--- src/rtl/sdram_frame_buf_ctrl.sv ---
// SDRAM burst scheduler and frame-buffer address generator: round-robin write/read
// arbitration over NUM_BUF frame buffers selected by the bank field.
module sdram_frame_buf_ctrl #(
    parameter int ADDR_W        = 24,
    parameter int BANK_W        = 2,
    parameter int LEN_W         = 10,
    parameter int CNT_W         = 10,
    parameter int NUM_BUF       = 2,
    parameter int RD_FIFO_DEPTH = 1024
) (
    input  logic                     sys_clk,
    input  logic                     sys_rst,
    input  logic                     init_end,
    input  logic                     multibuf_en,
    input  logic                     wr_rst,
    input  logic                     rd_rst,
    input  logic [ADDR_W-BANK_W-1:0] wr_b_addr,
    input  logic [ADDR_W-BANK_W-1:0] wr_e_addr,
    input  logic [LEN_W-1:0]         wr_burst_len,
    input  logic [ADDR_W-BANK_W-1:0] rd_b_addr,
    input  logic [ADDR_W-BANK_W-1:0] rd_e_addr,
    input  logic [LEN_W-1:0]         rd_burst_len,
    input  logic                     read_valid,
    input  logic [CNT_W-1:0]         wr_fifo_num,
    input  logic [CNT_W-1:0]         rd_fifo_num,
    input  logic                     sdram_wr_ack,
    input  logic                     sdram_rd_ack,
    output logic                     sdram_wr_req,
    output logic [ADDR_W-1:0]        sdram_wr_addr,
    output logic                     sdram_rd_req,
    output logic [ADDR_W-1:0]        sdram_rd_addr,
    output logic [BANK_W-1:0]        wr_buf_idx,
    output logic [BANK_W-1:0]        rd_buf_idx,
    output logic                     wr_frame_done,
    output logic                     rd_frame_done
);

    localparam int OFF_W = ADDR_W - BANK_W;

    typedef logic [OFF_W-1:0]  off_t;
    typedef logic [OFF_W:0]    off_ext_t;
    typedef logic [BANK_W-1:0] bank_t;

    typedef enum logic [2:0] {
        IDLE,
        WR_REQ,
        WR_BUSY,
        RD_REQ,
        RD_BUSY
    } state_t;

    state_t state;
    logic   init_end_d;
    logic   wr_ack_d;
    logic   rd_ack_d;
    logic   last_grant_rd;
    off_t   wr_off;
    off_t   rd_off;
    bank_t  wr_buf;
    bank_t  rd_buf;
    bank_t  last_done;
    bank_t  wr_buf_nxt;
    logic   done_vld;
    logic   wr_skip;
    logic   rd_skip;

    logic wr_ok, rd_ok;
    logic wr_rise, wr_fall, rd_rise, rd_fall;
    logic wr_last, rd_last;
    logic wr_adv, rd_adv, wr_end, rd_end;

    function automatic bank_t buf_step(input bank_t i);
        return (i == bank_t'(NUM_BUF - 1)) ? '0 : i + 1'b1;
    endfunction

    assign wr_ok = 32'(wr_fifo_num) >= 32'(wr_burst_len);
    assign rd_ok = read_valid
                && (32'(rd_fifo_num) + 32'(rd_burst_len) <= 32'(RD_FIFO_DEPTH))
                && (done_vld || !multibuf_en);

    assign wr_rise = !wr_ack_d && sdram_wr_ack;
    assign wr_fall = wr_ack_d && !sdram_wr_ack;
    assign rd_rise = !rd_ack_d && sdram_rd_ack;
    assign rd_fall = rd_ack_d && !sdram_rd_ack;

    // One extra bit so offset + len cannot wrap past the end address.
    assign wr_last = (off_ext_t'(wr_off) + off_ext_t'(wr_burst_len)) >= off_ext_t'(wr_e_addr);
    assign rd_last = (off_ext_t'(rd_off) + off_ext_t'(rd_burst_len)) >= off_ext_t'(rd_e_addr);

    assign wr_adv = (state == WR_BUSY) && wr_fall && !wr_rst && !wr_skip;
    assign rd_adv = (state == RD_BUSY) && rd_fall && !rd_rst && !rd_skip;
    assign wr_end = wr_adv && wr_last;
    assign rd_end = rd_adv && rd_last;

    always_comb begin
        // NOTE: default assignment first so every path drives the signal and no latch is inferred.
        wr_buf_nxt = '0;
        if (NUM_BUF == 2) begin
            wr_buf_nxt = wr_buf ^ bank_t'(1);
        end else begin
            wr_buf_nxt = buf_step(wr_buf);
            if (wr_buf_nxt == rd_buf)
                wr_buf_nxt = buf_step(wr_buf_nxt);
        end
    end

    // NOTE: sequential state uses non-blocking assignments so all flops update together.
    always_ff @(posedge sys_clk or posedge sys_rst) begin
        if (sys_rst) begin
            state         <= IDLE;
            last_grant_rd <= 1'b1;
            init_end_d    <= 1'b0;
            wr_ack_d      <= 1'b0;
            rd_ack_d      <= 1'b0;
            sdram_wr_req  <= 1'b0;
            sdram_rd_req  <= 1'b0;
        end else begin
            init_end_d <= init_end;
            wr_ack_d   <= sdram_wr_ack;
            rd_ack_d   <= sdram_rd_ack;
            case (state)
                IDLE: begin
                    if (init_end_d) begin
                        if (wr_ok && (!rd_ok || last_grant_rd)) begin
                            state         <= WR_REQ;
                            sdram_wr_req  <= 1'b1;
                            last_grant_rd <= 1'b0;
                        end else if (rd_ok) begin
                            state         <= RD_REQ;
                            sdram_rd_req  <= 1'b1;
                            last_grant_rd <= 1'b1;
                        end
                    end
                end
                WR_REQ: begin
                    if (wr_rise) begin
                        state        <= WR_BUSY;
                        sdram_wr_req <= 1'b0;
                    end
                end
                WR_BUSY: if (wr_fall) state <= IDLE;
                RD_REQ: begin
                    if (rd_rise) begin
                        state        <= RD_BUSY;
                        sdram_rd_req <= 1'b0;
                    end
                end
                RD_BUSY: if (rd_fall) state <= IDLE;
                default: state <= IDLE;
            endcase
        end
    end

    always_ff @(posedge sys_clk or posedge sys_rst) begin
        if (sys_rst) begin
            wr_off        <= '0;
            rd_off        <= '0;
            wr_buf        <= '0;
            rd_buf        <= '0;
            last_done     <= '0;
            done_vld      <= 1'b0;
            wr_skip       <= 1'b0;
            rd_skip       <= 1'b0;
            wr_frame_done <= 1'b0;
            rd_frame_done <= 1'b0;
        end else begin
            wr_frame_done <= wr_end;
            rd_frame_done <= rd_end;

            if (wr_rst)
                wr_off <= wr_b_addr;
            else if (wr_adv)
                wr_off <= wr_last ? wr_b_addr : wr_off + off_t'(wr_burst_len);

            if (rd_rst)
                rd_off <= rd_b_addr;
            else if (rd_adv)
                rd_off <= rd_last ? rd_b_addr : rd_off + off_t'(rd_burst_len);

            // A restart during an in-flight burst suppresses that burst's offset advance.
            if (state == WR_BUSY && wr_fall)
                wr_skip <= 1'b0;
            else if (wr_rst && (state == WR_REQ || state == WR_BUSY))
                wr_skip <= 1'b1;

            if (state == RD_BUSY && rd_fall)
                rd_skip <= 1'b0;
            else if (rd_rst && (state == RD_REQ || state == RD_BUSY))
                rd_skip <= 1'b1;

            if (!multibuf_en || wr_rst)
                wr_buf <= '0;
            else if (wr_end)
                wr_buf <= wr_buf_nxt;

            if (multibuf_en && wr_end)
                last_done <= wr_buf;

            if (wr_rst)
                done_vld <= 1'b0;
            else if (multibuf_en && wr_end)
                done_vld <= 1'b1;

            // Reader follows the newest finished frame, else repeats its own.
            if (!multibuf_en)
                rd_buf <= '0;
            else if ((rd_rst || rd_end) && done_vld)
                rd_buf <= last_done;
        end
    end

    assign sdram_wr_addr = {wr_buf, wr_off};
    assign sdram_rd_addr = {rd_buf, rd_off};
    assign wr_buf_idx    = wr_buf;
    assign rd_buf_idx    = rd_buf;

endmodule

--- config.mk ---
export PLATFORM = sky130hd
export DESIGN_NAME = sdram_frame_buf_ctrl
export DESIGN_NICKNAME = d
export VERILOG_FILES = /design/src/rtl/sdram_frame_buf_ctrl.sv
export SDC_FILE = /design/constraint.sdc
export NUM_CORES = 1
export LEC_CHECK = 0
export CAP_MARGIN = 30
export CORE_ASPECT_RATIO = 1.2
export CORE_UTILIZATION = 30
export DETAILED_ROUTE_END_ITERATION = 16
export SLEW_MARGIN = 10
export SYNTH_ARGS = -nofsm -noshare
export SYNTH_HDL_FRONTEND = slang
export SYNTH_SLANG_ARGS = --single-unit
--- constraint.sdc ---
create_clock -name sys_clk -period 12.5 [get_ports sys_clk]
set_input_delay 2.5 -clock sys_clk [delete_from_list [all_inputs] [get_ports sys_clk]]
set_output_delay 2.5 -clock sys_clk [all_outputs]
set_load 0.1 [all_outputs]
# Word-level counts from Yosys, hierarchy flattened

Index checks and enable logic that the tools add are counted.

Bits in registers: 64
Output and inout port bits: 56

Reductions and logical operators: 49
Add/subtract/negate cells: 5
Eq/ne operators: 14
Mux-type cells: 34
Order comparisons: 4
Bitwise logic cells: 1

Operators with widths:

| kind                                                    | number |
|---|---|
| two-way mux 22 bit                                      | 6 |
| adder 22 x 10 -> 23 bit                                 | 2 |
| >= comparator 23 x 22 -> 1 bit                          | 2 |
| adder 22 x 10 -> 22 bit                                 | 2 |
| two-way mux 3 bit                                       | 7 |
| logical AND 1 bit                                       | 19 |
| nonzero test 2 bit                                      | 9 |
| inequality test 2 bit (second input constant)           | 8 |
| two-way mux 1 bit                                       | 15 |
| case mux 3 bit (5 select lines)                         | 1 |
| adder 10 x 10 -> 11 bit                                 | 1 |
| less-or-equal comparator 11 bit (second input constant) | 1 |
| >= comparator 10 bit                                    | 1 |
| zero test 1 bit                                         | 10 |
| equality test 3 x 2 -> 1 bit (second input constant)    | 2 |
| logical OR 1 bit                                        | 6 |
| two-way mux 2 bit                                       | 3 |
| AND reduction 6 bit                                     | 1 |
| AND reduction 5 bit                                     | 1 |
| case mux 1 bit (2 select lines)                         | 2 |
| AND reduction 4 bit                                     | 1 |
| equality test 3 x 1 -> 1 bit (second input constant)    | 1 |
| equality test 3 bit (second input constant)             | 1 |
| zero test 3 bit                                         | 1 |
| other kinds (4)                                         | 4 |

# Logic depth before layout (Yosys ltp)

Depth after elaboration: 10
Mapped depth: 21
Depth with buffers taken out: 20

# Worst setup path after synthesis

Ideal clock, no wire load.

Path kind: input to register
Start: input rd_burst_len[0]
End: register rd_off[17]
Buffers on the path: 1
Data required time: 12376 ps
Setup slack: 6237 ps
Stages: 19
Setup time: 124 ps
Arrival: 6139 ps
Cells stage by stage: ha_1 -> inv_1 -> fa_1 -> nor2b_1 -> o31a_1 -> o21ai_0 -> a21oi_1 -> nand2_1 -> xnor2_1 -> ha_1 -> a21o_1 -> a21o_1 -> a2111oi_1 -> nand2_1 -> o31a_1 -> nand2b_1 -> buf_2 -> and3_1 -> a211o_1

Cells in the longest elaborated chain, start to end: 5

RTL lines:

| item                           | RTL line | source |
|---|---|---|
| start: declaration             | 22       | `input logic [LEN_W-1:0] rd_burst_len,` |
| adder 22 x 10 -> 23 bit        | 88       | `assign rd_last = (off_ext_t'(rd_off) + off_ext_t'(rd_burst_len)) >= off_ext_t'(rd_e_addr);` |
| >= comparator 23 x 22 -> 1 bit | 88       |  |
| two-way mux 22 bit *           | 178      | `rd_off <= rd_last ? rd_b_addr : rd_off + off_t'(rd_burst_len);` |
| two-way mux 22 bit *           | 177      | `else if (rd_adv)` |
| two-way mux 22 bit *           | 175      | `if (rd_rst)` |
| end signal: assignment         | 176      | `rd_off <= rd_b_addr;` |
| end signal: assignment         | 178      |  |
| end: declaration               | 58       | `off_t rd_off;` |

Mark *: on every way between the ends. The rest lies on a longest branch, timed or not. The select of a mux whose other input is x is not followed.
A chain may end at the register's enable or synchronous reset.

# Worst setup path in the final report

Start: input wr_burst_len[0]
End: register wr_off[4]

Cells in the longest elaborated chain, start to end: 5

RTL lines:

| item                           | RTL line | source |
|---|---|---|
| start: declaration             | 19       | `input logic [LEN_W-1:0] wr_burst_len,` |
| adder 22 x 10 -> 23 bit        | 87       | `assign wr_last = (off_ext_t'(wr_off) + off_ext_t'(wr_burst_len)) >= off_ext_t'(wr_e_addr);` |
| >= comparator 23 x 22 -> 1 bit | 87       |  |
| two-way mux 22 bit *           | 173      | `wr_off <= wr_last ? wr_b_addr : wr_off + off_t'(wr_burst_len);` |
| two-way mux 22 bit *           | 172      | `else if (wr_adv)` |
| two-way mux 22 bit *           | 170      | `if (wr_rst)` |
| end signal: assignment         | 171      | `wr_off <= wr_b_addr;` |
| end signal: assignment         | 173      |  |
| end: declaration               | 57       | `off_t wr_off;` |

Marks and branches as above.

==> results by group <==
Logic synthesis
  – Avg Inst Size Synth: 8.25 um2
  – Netlist cell types: 70
  – Post-synth EDFFs: 0
  – Synth Flop Type: dfrtp_1
  – Area fraction of the dominant cell type after synthesis: 24.2%
  – Register area share after synthesis: 24.6%
  – Post-synth top area cell: dfrtp_1
  – Seq cells post-synth: 61
  – Mapped cell area: 6200 um2
  – Ranking of synthesized cells by area: dfrtp_1 24%, ha_1 17%, nand2_1 5.0%
  – Post-synth ARST share: 100%
  – Post-Syn Instances: 751
  – Syn. warnings: 0

Flow run
  – Maxcap violations: 0

Timing
  – Unrepaired setup endpoints after global routing: no
  – Worst-margin pin slew: 1.02 ns
  – Max_slew headroom: 31.5%
  – Worst Skew: 0.0129 ns
  – Hold Vio Cnt, Final: 0
  – Final setup TNS: 0 ns
  – Setup violators final: 0
  – Min Tclk post-route: 7.31 ns
  – Max Clock Freq: 137 MHz
  – Fin crit share: 58.5%
  – Max-slew violations: 0

Die
  – Die H: 159 um
  – Die Area: 21200 um2
  – Initial Util: 30.6%
  – Core area: 20300 um2
  – Row count: 57
  – Die width: 133 um
  – IO Pins: 193

Placement
  – Routability cong.: 0.876
  – Detail Placement HPWL: 15.2 mm
  – Buffers added on ports: 188

Layout
  – Ant diodes: 0
  – Share of cells above drive strength 1: 4.48%
  – Total Nets Final: 1156
  – Multi-input gate area: 4250 um2
  – Top Registers: rd_off (22), wr_off (22), state (3)
  – Fill cells: 2025
  – Layout overhead on the synthesized area: 41.0%
  – FF+latch area: 1530 um2

Clock network
  – Root Buffer: clkbuf_16
  – Max Root-Sink Buffers: 2
  – Clock slew at reported path FFs: 0.06 ns
  – CTS buffer count: 9
  – TritonCTS clock tree: yes
  – Num Clock Sinks: 61
  – Hold_buf cts: 0
  – Post_cts resized: 0
  – H-tree level count: 3
  – Postcts setup bufs: 0
  – Clk_lat worst skew: 0.34 ns

Drt
  – Post-Route WL: 19.0 mm
  – DR pass1 iterations: 4
  – Routed vias: 6043
  – DR vias/cell: 5.03
  – Routed len/inst: 15.8 um
  – DRC violations left: 0
  – Final antenna-violating net count: 0
  – Initial DRC count: 189

Power and ir drop
  – Total chip power: 0.00182 W
  – Power density cells: 208 nW/um2
  – Leakage power total: 3.95 nW
  – VDD IR max: 0.155 mV

Global route
  – Gr ovfl total: 0
  – Global-route wire length before repair: 30.5 mm
  – Vias in the first global route: 5982
  – GRT Util Overall: 18.2%
  – Pin count of the biggest net entering global routing: 62
  – Initial antenna violation count: 0

Setup path
  – CP Max Fanout: 15
  – Critical Setup Path Class: in2reg
  – Worst EP arrival: 7.52 ns
  – Worst Path Required: 12.72 ns
  – Crit start category: input port
  – Crit path capture type: flip-flop

Min path
  – Hold Path Class: reg2reg

Run status
  – Status: complete, no violations
[report_power, final]
group          total, W  internal, W  leakage [nW]  switching, W
registers      0.000335     0.000257         0.734     0.0000783
logic           0.00116     0.000399          3.03      0.000766
clock network  0.000319     0.000220         0.183     0.0000988
[kinds of logic after synthesis]
logic type	count (synthesis)	synth area share, %
xor gates and xnor gates	39	5.51
AOI/OAI and AO/OA	204	22.0
buffers and inverters	103	7.13
other	1	0.0605
muxes	29	4.70
DFF	61	24.6
adders and majority gates	87	17.9
and+or+nand+nor	227	18.0
[area by class of cell]
class | instances | share of cell area (%)
multi-input cells | 590 | 48.6
repair buffers | 195 | 22.6
flip-flops and latches | 61 | 17.5
well taps | 265 | 3.79
inverters | 75 | 3.22
clock buffers | 10 | 2.74
clock inverters | 6 | 1.53
[worst max-delay path, cell delays in order]
cell	delay, ns
clkdlybuf4s50_1	0.50
ha_1	0.21
inv_1	0.06
fa_1	0.43
nor2b_4	0.14
o31a_1	0.23
o41ai_4	0.10
o21ai_2	0.43
nand3_1	0.16
xnor2_1	0.22
ha_1	0.28
a21o_1	0.19
a21o_1	0.17
a21oi_1	0.15
nor2b_1	0.06
a311oi_1	0.43
and2_1	0.60
buf_4	0.36
mux2i_1	0.23
o21ai_1	0.07
[Yosys cell counts, drive strengths merged (4+ instances only)]
cell type / instances
and3: 14
inv: 75
nor4: 4
nand2: 82
ha: 84
a31oi: 8
a21oi: 39
mux2i: 28
a21o: 17
o31a: 5
xor2: 6
o21ai: 63
or3: 9
a211o: 4
nor2b: 11
nor3: 8
dfrtp: 60
nand4: 9
nand2b: 10
o211ai: 7
nand3: 33
and2: 6
nor2: 31
a211oi: 8
o311ai: 5
buf: 14
a311oi: 4
o21a: 8
clkbuf: 14
xnor2: 33
a2bb2oi: 5
[cell usage in the layout (no fill, tap or decap), types with 7 or more instances in the layout]
master and instances:
a31oi_1 7, a21oi_1 38, inv_1 74, nand2b_1 10, mux2i_1 28, dfrtp_1 60
and3_1 11, a211oi_1 8, o21ai_0 53, o21a_1 8, xnor2_1 33, ha_1 84
nand4_1 9, o211ai_1 7, nor2b_1 10, nand3_1 33, a21o_1 17, o21ai_1 9
nand2_1 82, clkbuf_16 9, or3_1 9, clkdlybuf4s50_1 188, nor2_1 30, nor3_1 8
[through the flow]
stage | setup slack [ns] | instance area [um2] | hold slack (ns) | utilization (%) | cells
after global routing | 4.83 | 8740 | 0.538 | 43.1 | 1202
final | 5.19 | 8740 | 0.476 | 43.1 | 1202
after floorplan | 6.24 | 6210 | 0.474 | - | 754
after CTS | 5.15 | 8710 | 0.486 | 43.0 | 1201
after global placement | 4.81 | 8310 | 0.467 | 41.0 | 1184
after detailed placement | 4.80 | 8340 | 0.473 | 41.2 | 1185
[final timing paths]
path	endpoint	startpoint	slack, ns	depth (start not counted)
setup reg to reg	rd_off[17]$_DFFE_PP0P_	rd_off[0]$_DFFE_PP0P_	7.45	19
hold reg to reg	sdram_wr_req$_DFFE_PP0P_	sdram_wr_req$_DFFE_PP0P_	0.48	2
min in group asynchronous	rd_off[20]$_DFFE_PP0P_	sys_rst	2.45	3
setup / recovery	wr_off[4]$_DFFE_PP0P_	wr_burst_len[0]	5.19	20
max in group asynchronous	last_grant_rd$_DFFE_PP1P_	sys_rst	9.47	4
hold / removal	sdram_wr_req$_DFFE_PP0P_	sdram_wr_req$_DFFE_PP0P_	0.48	2
[routing by layer]
metal | part of all wire [%] | global-route usage, % | vias to the layer above
met2 | 49 | 32.1 | 207
met5 | 0 | 0 | -
met3 | 6.6 | 4.23 | 27
li1 | - | - | 3060
met1 | 43 | 21.8 | 2749
met4 | 2.1 | 5.01 | 0
Note: power is estimated with default switching activity, not from simulation.
